<file path="config.mk">
export PLATFORM = sky130hd
export DESIGN_NAME = sm_muldiv
export DESIGN_NICKNAME = d
export VERILOG_FILES = /design/src/rtl/sm_muldiv_pkg.sv /design/src/rtl/sm_muldiv_neg.sv /design/src/rtl/sm_muldiv.sv
export SDC_FILE = /design/constraint.sdc
export NUM_CORES = 1
export LEC_CHECK = 0
export BUFFER_PORTS_ARGS = -buffer_cell sky130_fd_sc_hd__clkbuf_2
export CAP_MARGIN = 20
export CORE_UTILIZATION = 63
export DETAILED_ROUTE_END_ITERATION = 8
export PLACE_DENSITY_LB_ADDON = 0.12
export RECOVER_POWER = 50
export SYNTH_ARGS = -nofsm -noshare
export SYNTH_HDL_FRONTEND = slang
export SYNTH_HIERARCHICAL = 1
export SYNTH_SLANG_ARGS = --single-unit
export TNS_END_PERCENT = 30
</file>
<file path="constraint.sdc">
create_clock -name clk -period 7.48 [get_ports clk]
set_clock_uncertainty 0.15 [all_clocks]
set_input_delay 1.496 -clock clk [delete_from_list [all_inputs] [get_ports clk]]
set_output_delay 1.496 -clock clk [all_outputs]
set_load 0.05 [all_outputs]
</file>
<file path="src/rtl/sm_muldiv_pkg.sv">
// Shared encodings for the iterative multiply/divide unit: operation codes
// issued by the control unit and the sequencer state encoding.
package sm_muldiv_pkg;

    localparam logic [2:0] MD_MULTU = 3'd0;
    localparam logic [2:0] MD_MULT  = 3'd1;
    localparam logic [2:0] MD_DIVU  = 3'd2;
    localparam logic [2:0] MD_DIV   = 3'd3;
    localparam logic [2:0] MD_MTHI  = 3'd4;
    localparam logic [2:0] MD_MTLO  = 3'd5;

    typedef enum logic [1:0] {
        MDS_IDLE = 2'd0,
        MDS_RUN  = 2'd1,
        MDS_FIX  = 2'd2
    } md_state_t;

endpackage

</file>
<file path="src/rtl/sm_muldiv_neg.sv">
// Conditional two's-complement negate; used both to take operand magnitudes
// and to restore the sign of results.
module sm_muldiv_neg #(
    parameter int WIDTH = 32
) (
    input  logic [WIDTH-1:0] val_i,
    input  logic             neg_i,
    output logic [WIDTH-1:0] val_o
);

    assign val_o = neg_i ? ((~val_i) + WIDTH'(1)) : val_i;

endmodule

</file>
<file path="src/rtl/sm_muldiv.sv">
// Iterative MIPS multiply/divide unit with HI/LO registers: shift-add multiply,
// restoring divide, one bit per cycle, sign fix-up in a final cycle.
module sm_muldiv
    import sm_muldiv_pkg::*;
#(
    parameter int WIDTH     = 32,
    parameter bit SIGNED_EN = 1'b1
) (
    input  logic             clk,
    input  logic             rst,
    input  logic             start,
    input  logic [2:0]       op,
    input  logic [WIDTH-1:0] srcA,
    input  logic [WIDTH-1:0] srcB,
    input  logic             flush,
    output logic             busy,
    output logic             done,
    output logic             divZero,
    output logic [WIDTH-1:0] hi,
    output logic [WIDTH-1:0] lo,
    output logic [1:0]       state_dbg
);

    localparam int            CW   = $clog2(WIDTH);
    localparam logic [CW-1:0] LAST = CW'(WIDTH - 1);

    md_state_t          state_q, state_d;
    logic [CW-1:0]      cnt_q, cnt_d;
    logic [2*WIDTH-1:0] acc_q, acc_d;
    logic [WIDTH-1:0]   mag_a_q, mag_a_d, mag_b_q, mag_b_d;
    logic               is_div_q, is_div_d, neg_q, neg_d;
    logic               sign_a_q, sign_a_d, b_zero_q, b_zero_d;
    logic [WIDTH-1:0]   hi_q, hi_d, lo_q, lo_d;
    logic               done_q, done_d, div_zero_q, div_zero_d;

    logic               signed_op, sign_a_in, sign_b_in, div_ge;
    logic [WIDTH-1:0]   abs_a, abs_b, div_diff, quo, rem, rem_src;
    logic [WIDTH:0]     mul_sum, div_shift;
    logic [2*WIDTH-1:0] mul_next, div_next, prod;

    assign signed_op = SIGNED_EN && ((op == MD_MULT) || (op == MD_DIV));
    assign sign_a_in = signed_op & srcA[WIDTH-1];
    assign sign_b_in = signed_op & srcB[WIDTH-1];

    sm_muldiv_neg #(.WIDTH(WIDTH)) u_abs_a (.val_i(srcA), .neg_i(sign_a_in), .val_o(abs_a));
    sm_muldiv_neg #(.WIDTH(WIDTH)) u_abs_b (.val_i(srcB), .neg_i(sign_b_in), .val_o(abs_b));

    // Multiply: acc = {partial product, unconsumed multiplier bits}.
    assign mul_sum  = {1'b0, acc_q[2*WIDTH-1:WIDTH]} + (acc_q[0] ? {1'b0, mag_a_q} : '0);
    assign mul_next = {mul_sum, acc_q[WIDTH-1:1]};

    // Divide: acc = {remainder, dividend bits shifting out / quotient bits shifting in}.
    assign div_shift = {acc_q[2*WIDTH-1:WIDTH], acc_q[WIDTH-1]};
    assign div_ge    = div_shift >= {1'b0, mag_b_q};
    assign div_diff  = div_shift[WIDTH-1:0] - mag_b_q;
    assign div_next  = div_ge ? {div_diff, acc_q[WIDTH-2:0], 1'b1}
                              : {div_shift[WIDTH-1:0], acc_q[WIDTH-2:0], 1'b0};

    // Divide by zero reports the original dividend in HI: magnitude re-signed by sign(A).
    assign rem_src = b_zero_q ? mag_a_q : acc_q[2*WIDTH-1:WIDTH];

    sm_muldiv_neg #(.WIDTH(2*WIDTH)) u_fix_prod (.val_i(acc_q), .neg_i(neg_q), .val_o(prod));
    sm_muldiv_neg #(.WIDTH(WIDTH)) u_fix_quo (.val_i(acc_q[WIDTH-1:0]), .neg_i(neg_q), .val_o(quo));
    sm_muldiv_neg #(.WIDTH(WIDTH)) u_fix_rem (.val_i(rem_src), .neg_i(sign_a_q), .val_o(rem));

    // Handshake: start is sampled only while busy=0 (flush takes precedence);
    // busy stays high through RUN and FIX; done pulses one cycle with the new HI/LO.
    always_comb begin
        state_d    = state_q;
        cnt_d      = cnt_q;
        acc_d      = acc_q;
        mag_a_d    = mag_a_q;
        mag_b_d    = mag_b_q;
        is_div_d   = is_div_q;
        neg_d      = neg_q;
        sign_a_d   = sign_a_q;
        b_zero_d   = b_zero_q;
        hi_d       = hi_q;
        lo_d       = lo_q;
        done_d     = 1'b0;
        div_zero_d = div_zero_q;
        case (state_q)
            MDS_IDLE: begin
                if (start && !flush) begin
                    if (op <= MD_DIV) begin
                        state_d    = MDS_RUN;
                        cnt_d      = '0;
                        div_zero_d = 1'b0;
                        is_div_d   = op[1];
                        neg_d      = sign_a_in ^ sign_b_in;
                        sign_a_d   = sign_a_in;
                        b_zero_d   = (srcB == '0);
                        mag_a_d    = abs_a;
                        mag_b_d    = abs_b;
                        acc_d      = op[1] ? {{WIDTH{1'b0}}, abs_a} : {{WIDTH{1'b0}}, abs_b};
                    end else if (op == MD_MTHI) begin
                        hi_d = srcA;
                    end else if (op == MD_MTLO) begin
                        lo_d = srcA;
                    end
                end
            end
            MDS_RUN: begin
                if (flush) begin
                    state_d = MDS_IDLE;
                end else begin
                    acc_d = is_div_q ? div_next : mul_next;
                    cnt_d = cnt_q + CW'(1);
                    if (cnt_q == LAST) begin
                        state_d = MDS_FIX;
                    end
                end
            end
            MDS_FIX: begin
                state_d = MDS_IDLE;
                if (!flush) begin
                    done_d     = 1'b1;
                    div_zero_d = is_div_q & b_zero_q;
                    if (is_div_q) begin
                        hi_d = rem;
                        lo_d = b_zero_q ? '1 : quo;
                    end else begin
                        hi_d = prod[2*WIDTH-1:WIDTH];
                        lo_d = prod[WIDTH-1:0];
                    end
                end
            end
            default: state_d = MDS_IDLE;
        endcase
    end

    always_ff @(posedge clk) begin
        if (rst) begin
            state_q    <= MDS_IDLE;
            cnt_q      <= '0;
            acc_q      <= '0;
            mag_a_q    <= '0;
            mag_b_q    <= '0;
            is_div_q   <= 1'b0;
            neg_q      <= 1'b0;
            sign_a_q   <= 1'b0;
            b_zero_q   <= 1'b0;
            hi_q       <= '0;
            lo_q       <= '0;
            done_q     <= 1'b0;
            div_zero_q <= 1'b0;
        end else begin
            state_q    <= state_d;
            cnt_q      <= cnt_d;
            acc_q      <= acc_d;
            mag_a_q    <= mag_a_d;
            mag_b_q    <= mag_b_d;
            is_div_q   <= is_div_d;
            neg_q      <= neg_d;
            sign_a_q   <= sign_a_d;
            b_zero_q   <= b_zero_d;
            hi_q       <= hi_d;
            lo_q       <= lo_d;
            done_q     <= done_d;
            div_zero_q <= div_zero_d;
        end
    end

    assign busy      = (state_q != MDS_IDLE);
    assign done      = done_q;
    assign divZero   = div_zero_q;
    assign hi        = hi_q;
    assign lo        = lo_q;
    assign state_dbg = state_q;

endmodule

</file>
# After elaboration in Yosys (flattened, before gate mapping)

Index checks and enable logic that the tools add are counted.

Bitwise gates (word level): 10
Eq/ne operators: 16
Multiplexer cells: 42
Magnitude comparators: 2
Reductions and logical operators: 15
$add $sub $neg: 8

Operator list:

| cell                                                            | count |
|---|---|
| 32-bit two-way mux                                              | 19 |
| 64-bit two-way mux                                              | 6 |
| 32-bit by 1-bit adder with 32-bit output, second input constant | 4 |
| 32-bit inverter                                                 | 4 |
| 32-bit case mux with 2 select lines                             | 2 |
| 64-bit case mux with 2 select lines                             | 1 |
| 64-bit by 1-bit adder with 64-bit output, second input constant | 1 |
| 64-bit inverter                                                 | 1 |
| 32-bit by 32-bit adder with 33-bit output                       | 1 |
| 33-bit by 32-bit greater-or-equal comparator with 1-bit output  | 1 |
| 32-bit zero test                                                | 1 |
| 32-bit subtractor                                               | 1 |
| 2-bit != test, second input constant                            | 8 |
| 5-bit two-way mux                                               | 3 |
| 5-bit case mux with 2 select lines                              | 1 |
| 2-bit two-way mux                                               | 4 |
| 4-bit AND reduction                                             | 2 |
| 3-bit equality test, second input constant                      | 2 |
| 3-bit AND reduction                                             | 2 |
| 6-bit AND reduction                                             | 1 |
| 2-bit nonzero test                                              | 3 |
| 5-bit by 1-bit adder with 5-bit output, second input constant   | 1 |
| 5-bit equality test, second input constant                      | 1 |
| 5-bit AND reduction                                             | 1 |
| 17 further kinds                                                | 22 |

Bits of input ports: 71
Flip-flop bits (word level): 205

# Longest topological paths before layout

Depth after elaboration: 8
Mapped depth: 15
Depth with buffers taken out: 13

# Modules after synthesis

Netlist, hierarchy kept.

Modules (own cells, without submodules):

| module                      | area an instance (µm²) | cells an instance | times used | seq. area each (µm²) |
|---|---|---|---|---|
| sm_muldiv                   | 13698.1                | 1781              | 1          | 4103.9 |
| sm_muldiv_neg (u_abs_a ...) | 777.0                  | 99                | 4          | 0.0 |
| sm_muldiv_neg (u_fix_prod)  | 1649.1                 | 206               | 1          | 0.0 |

# Least setup slack after synthesis

OpenSTA, ideal clock, no wires.

Path type: register -> register
From: reg acc_q[0]
To: reg acc_q[57]
Setup time: 122 ps
Path slack: 4071 ps
Cell stages (with the launch flop): 13
Period minus slack after synthesis: 3409 ps
Required time: 7208 ps
Arrival time: 3137 ps
Cell sequence: dfxtp_1 -> clkbuf_1 -> nand2_1 -> fa_1 -> nor2b_1 -> o2111ai_1 -> a21oi_1 -> o31ai_1 -> o311ai_1 -> o31ai_2 -> o21ba_2 -> xnor2_1 -> a221o_1

Cells in the longest elaborated chain, start to end: 5

RTL lines:

| element                                   | RTL line         | text |
|---|---|---|
| start, declared                           | sm_muldiv.sv:29  | `logic [2*WIDTH-1:0] acc_q, acc_d;` |
| start signal, assigned                    | sm_muldiv.sv:136 | `acc_q <= '0;` |
| start signal, assigned                    | sm_muldiv.sv:150 | `acc_q <= acc_d;` |
| 32-bit two-way mux                        | sm_muldiv.sv:49  | `assign mul_sum = {1'b0, acc_q[2*WIDTH-1:WIDTH]} + (acc_q[0] ? {1'b0, mag_a_q} : '0);` |
| 32-bit by 32-bit adder with 33-bit output | sm_muldiv.sv:49  |  |
| 64-bit two-way mux                        | sm_muldiv.sv:107 | `acc_d = is_div_q ? div_next : mul_next;` |
| 64-bit two-way mux                        | sm_muldiv.sv:104 | `if (flush) begin` |
| 64-bit case mux with 2 select lines       | sm_muldiv.sv:82  | `case (state_q)` |

Every way passes these cells. The select of a mux whose other input is x is not followed.
A chain may end at the register's enable or synchronous reset.

# Worst setup path in the final report

From: in flush
To: reg mag_a_q[26]

Cells in the longest elaborated chain, start to end: 3

RTL lines:

| element                              | RTL line         | text |
|---|---|---|
| start, declared                      | sm_muldiv.sv:15  | `input logic flush,` |
| 1-bit zero test                      | --               |  |
| 1-bit logical AND                    | sm_muldiv.sv:84  | `if (start && !flush) begin` |
| 3-bit AND reduction (no source line) | --               |  |
| end signal, assigned                 | sm_muldiv.sv:151 | `mag_a_q <= mag_a_d;` |
| end, declared                        | sm_muldiv.sv:30  | `logic [WIDTH-1:0] mag_a_q, mag_a_d, mag_b_q, mag_b_d;` |

Every way passes these cells.

==> reports/qor.csv <==
stage,metric,value,unit
status,status,finished with violations,
status,violations,"capacitance limit, slew limit",
synth,ys_seq_elements,205,
finish,multiInputGateArea,13470,sq um
synth,postSynthAreaPerCell,7.745,sq um
floorplanning,ios,140,
finish,area_growth,7.993,%
grt,grt_overflow,0,
route,antenna_left,0,
synth,async_flop_share,0,%
finish,finalInstanceArea,19930,sq um
grt,antenna_found_initial,2,
critical_path,path_delay_family,buffers and inverters,
synth,yosysSeqAreaShare,22.24,%
job,cap_viol_max_count,4,
clock_tree,clkTransAtPathRegs,0.06,ns
floorplanning,die_y,173.2,um
critical_path,path_cells,clkbuf_1 > nor2_1 > and3_1 > clkbuf_1 > nand2_1 > a21oi_1,
place,portBuffers,139,
clock_tree,cts_setup_buffers,0,
place,dp.final_hpwl,49800,um
critical_path,crit_slowest_cell,clkbuf_1,
clock_tree,cts_max_level,1,
critical_path,cpMostUsedCell,clkbuf_1,
place,placed_area,19210,sq um
critical_path,criticalPathCategory,input port to flop,
floorplanning,rows,62,
critical_path,crit_required,7.79,ns
clock_tree,cts_buffer_depth,3,
grt,first_global_vias,17430,
synth,syn_area,18460,sq um
synth,synth_top_area_share,22.24,%
worst_hold_path,hold_path_class,flop to flop,
finish,final_core_util,69.25,%
sta,tightest_slew,3.092,ns
clock_tree,numClockSinks,205,
critical_path,critical-path-max-stage-delay,2.21,ns
clock_tree,cts_resized,0,
sta,finalCriticalPeriod,5.023,ns
grt,grt_use_total,42.40,%
critical_path,crit_buf_inv,2,
route,drtIter0Drc,2593,
synth,postSynthNetCount,2527,
synth,synth_area_leader_cell,dfxtp_1,
floorplanning,dieArea,29980,sq um
finish,drive_above_1_share,11.74,%
floorplanning,fp.dieW,173.2,um
sta,finalSetupViolCount,0,
place,place_inst,2769,
sta,fmax,199.1,MHz
clock_tree,clk-insertion-delay-late,0.54,ns
clock_tree,root_buffer,clkbuf_16,
place,gp_congestion,1.005,
route,viasPerCell,6.808,
critical_path,path_max_fanout,71,
sta,fin_setup_tns,0,ns
synth,yosysWarnings,6,
grt,grt_start_max_net_pins,98,
synth,yosys.cell_types.count,89,
finish,nNetsFinal,2557,
sta,finalHoldViolations,0,
finish,final_cell_count_no_fill,2812,
synth,netlist_instances,2383,
grt,grt_pass1_wl,100200,um
critical_path,critical_path.startpoint_type,input port,
critical_path,cp_data_arrival_time,5.33,ns
pwr,leakage,7.641,nW
floorplanning,start_util,64.12,%
synth,synthTopCellsByArea,"dfxtp_1 (22%), xnor2_1 (10%), nand2_1 (6.7%), a21oi_1 (6.0%), ha_1 (4.8%)",
route,drc,0,
pwr,ir_worst_vdd,0.1630,mV
route,via_count,19140,
synth,synth_top_flop_cell,dfxtp_1,
critical_path,end_kind,flop,
clock_tree,numCtsBuffers,24,
sta,maxSlewViolCount,208,
sta,slew_headroom,-106.1,%
finish,fill_cells,2510,
floorplanning,design.core.area,28780,sq um
pwr,p_per_area,158.5,nW/um^2
synth,synth_edf_count,0,
route,drt_first_pass_iters,7,
sta,period_share,67.15,%
route,drt-total-wl,65870,um
clock_tree,cts_tree,done,
sta,rsz0062_at_grt,no,
finish,antennaDiodeCount,0,
clock_tree,ctsHoldBuffers,0,
finish,seqCellArea,4109,sq um
route,wl_per_cell,23.43,um
[layout make-up]
cell class	instances	area share [%]
Multi-Input combinational cell	1950	67.58
Sequential cell	205	20.62
Timing Repair Buffer	164	3.993
Clock buffer	33	3.591
Tap cell	384	2.411
Inverter	68	1.281
Clock inverter	8	0.5273
[synth_stat cells (10+ instances only)]
| cell type | number |
|---|---|
| mux2i_1 | 43 |
| clkbuf_1 | 118 |
| nand2b_1 | 23 |
| a221o_1 | 13 |
| nand2_1 | 328 |
| nor3_1 | 30 |
| nand3_1 | 27 |
| nand4_1 | 27 |
| nor4_1 | 18 |
| o41ai_2 | 21 |
| a211oi_1 | 75 |
| dfxtp_1 | 205 |
| inv_1 | 68 |
| buf_1 | 21 |
| o21ai_1 | 14 |
| o41ai_1 | 30 |
| a21oi_1 | 221 |
| a311oi_1 | 32 |
| o221ai_1 | 36 |
| xnor2_1 | 217 |
| or4_1 | 10 |
| or2_2 | 11 |
| or3_1 | 17 |
| buf_2 | 10 |
| o21a_1 | 14 |
| nor2b_1 | 45 |
| nor2_1 | 158 |
| a21o_1 | 35 |
| and2_1 | 36 |
| o21ai_0 | 104 |
| mux2_2 | 61 |
| nor4_4 | 17 |
| xor2_1 | 20 |
| ha_1 | 71 |
| o31ai_1 | 59 |
[power breakdown]
group,switching (mW),internal [mW]
clock network,0.506,0.735
registers,0.0485,1.12
logic,0.503,0.246
total,1.06,2.10
[layout by cell type, fill, tap and decap left out, drive strengths merged, types with 35 or more instances in the layout]
| cell | n |
|---|---|
| a211oi | 75 |
| a21o | 35 |
| a21oi | 221 |
| and2 | 36 |
| clkbuf | 176 |
| dfxtp | 205 |
| ha | 71 |
| inv | 68 |
| mux2 | 61 |
| mux2i | 43 |
| nand2 | 328 |
| nor2 | 159 |
| nor2b | 45 |
| nor4 | 36 |
| o21ai | 118 |
| o221ai | 36 |
| o31ai | 66 |
| o41ai | 52 |
| xnor2 | 217 |
[worst paths after layout]
path                                    from           to  slack [ns]  depth (start not counted)
worst min-delay path              mag_b_q[7]   mag_b_q[7]        0.31                          2
worst max-delay path                   flush  mag_a_q[26]        2.46                          6
worst min register to register    mag_b_q[7]   mag_b_q[7]        0.31                          2
worst max register to register  state_dbg[1]    acc_q[63]        2.73                          8
[stage by stage]
stage	power [mW]	hold slack [ns]	setup slack, ns
after CTS	3.131	0.3049	3.331
after detailed placement	1.911	0.2963	3.138
after global placement	1.899	0.2935	3.202
after floorplan	1.704	0.2863	4.071
after global routing	3.254	0.3265	2.173
final	3.159	0.3051	2.457
[sequential cells by signal, indices dropped and copies added, names as in the netlist]
signal,cells
acc_q,64
hi,32
lo,32
mag_a_q,32
mag_b_q,32
cnt_q,5
state_dbg,2
b_zero_q,1
divZero,1
done,1
is_div_q,1
neg_q,1
sign_a_q,1
[metal layers]
layer | track usage (%) | vias to the layer above | part of all wire [%]
met1 | 56.52 | 9116 | 40
li1 | - | 8781 | -
met2 | 68.01 | 1056 | 46
met5 | 0 | - | 0.050
met3 | 7.476 | 187 | 9.6
met4 | 16.52 | 4 | 4.1
[kinds of logic (layout without fill, tap and decap cells)]
| group | Yosys count | in the layout | share of synthesized area [%] |
|---|---|---|---|
| compound gates | 729 | 729 | 27.48 |
| xor+xnor | 237 | 237 | 11.25 |
| fa+ha+maj | 73 | 73 | 5.031 |
| buf+inv | 228 | 273 | 4.997 |
| flops | 205 | 205 | 22.24 |
| mux | 104 | 104 | 6.054 |
| simple gates | 807 | 807 | 22.96 |
[worst min-delay path, stage by stage, from the launching register on]
cell     delay (ns)
dfxtp_1        0.31
nand2_1        0.05
a21oi_1        0.05
(Power assumes the default switching activity.)
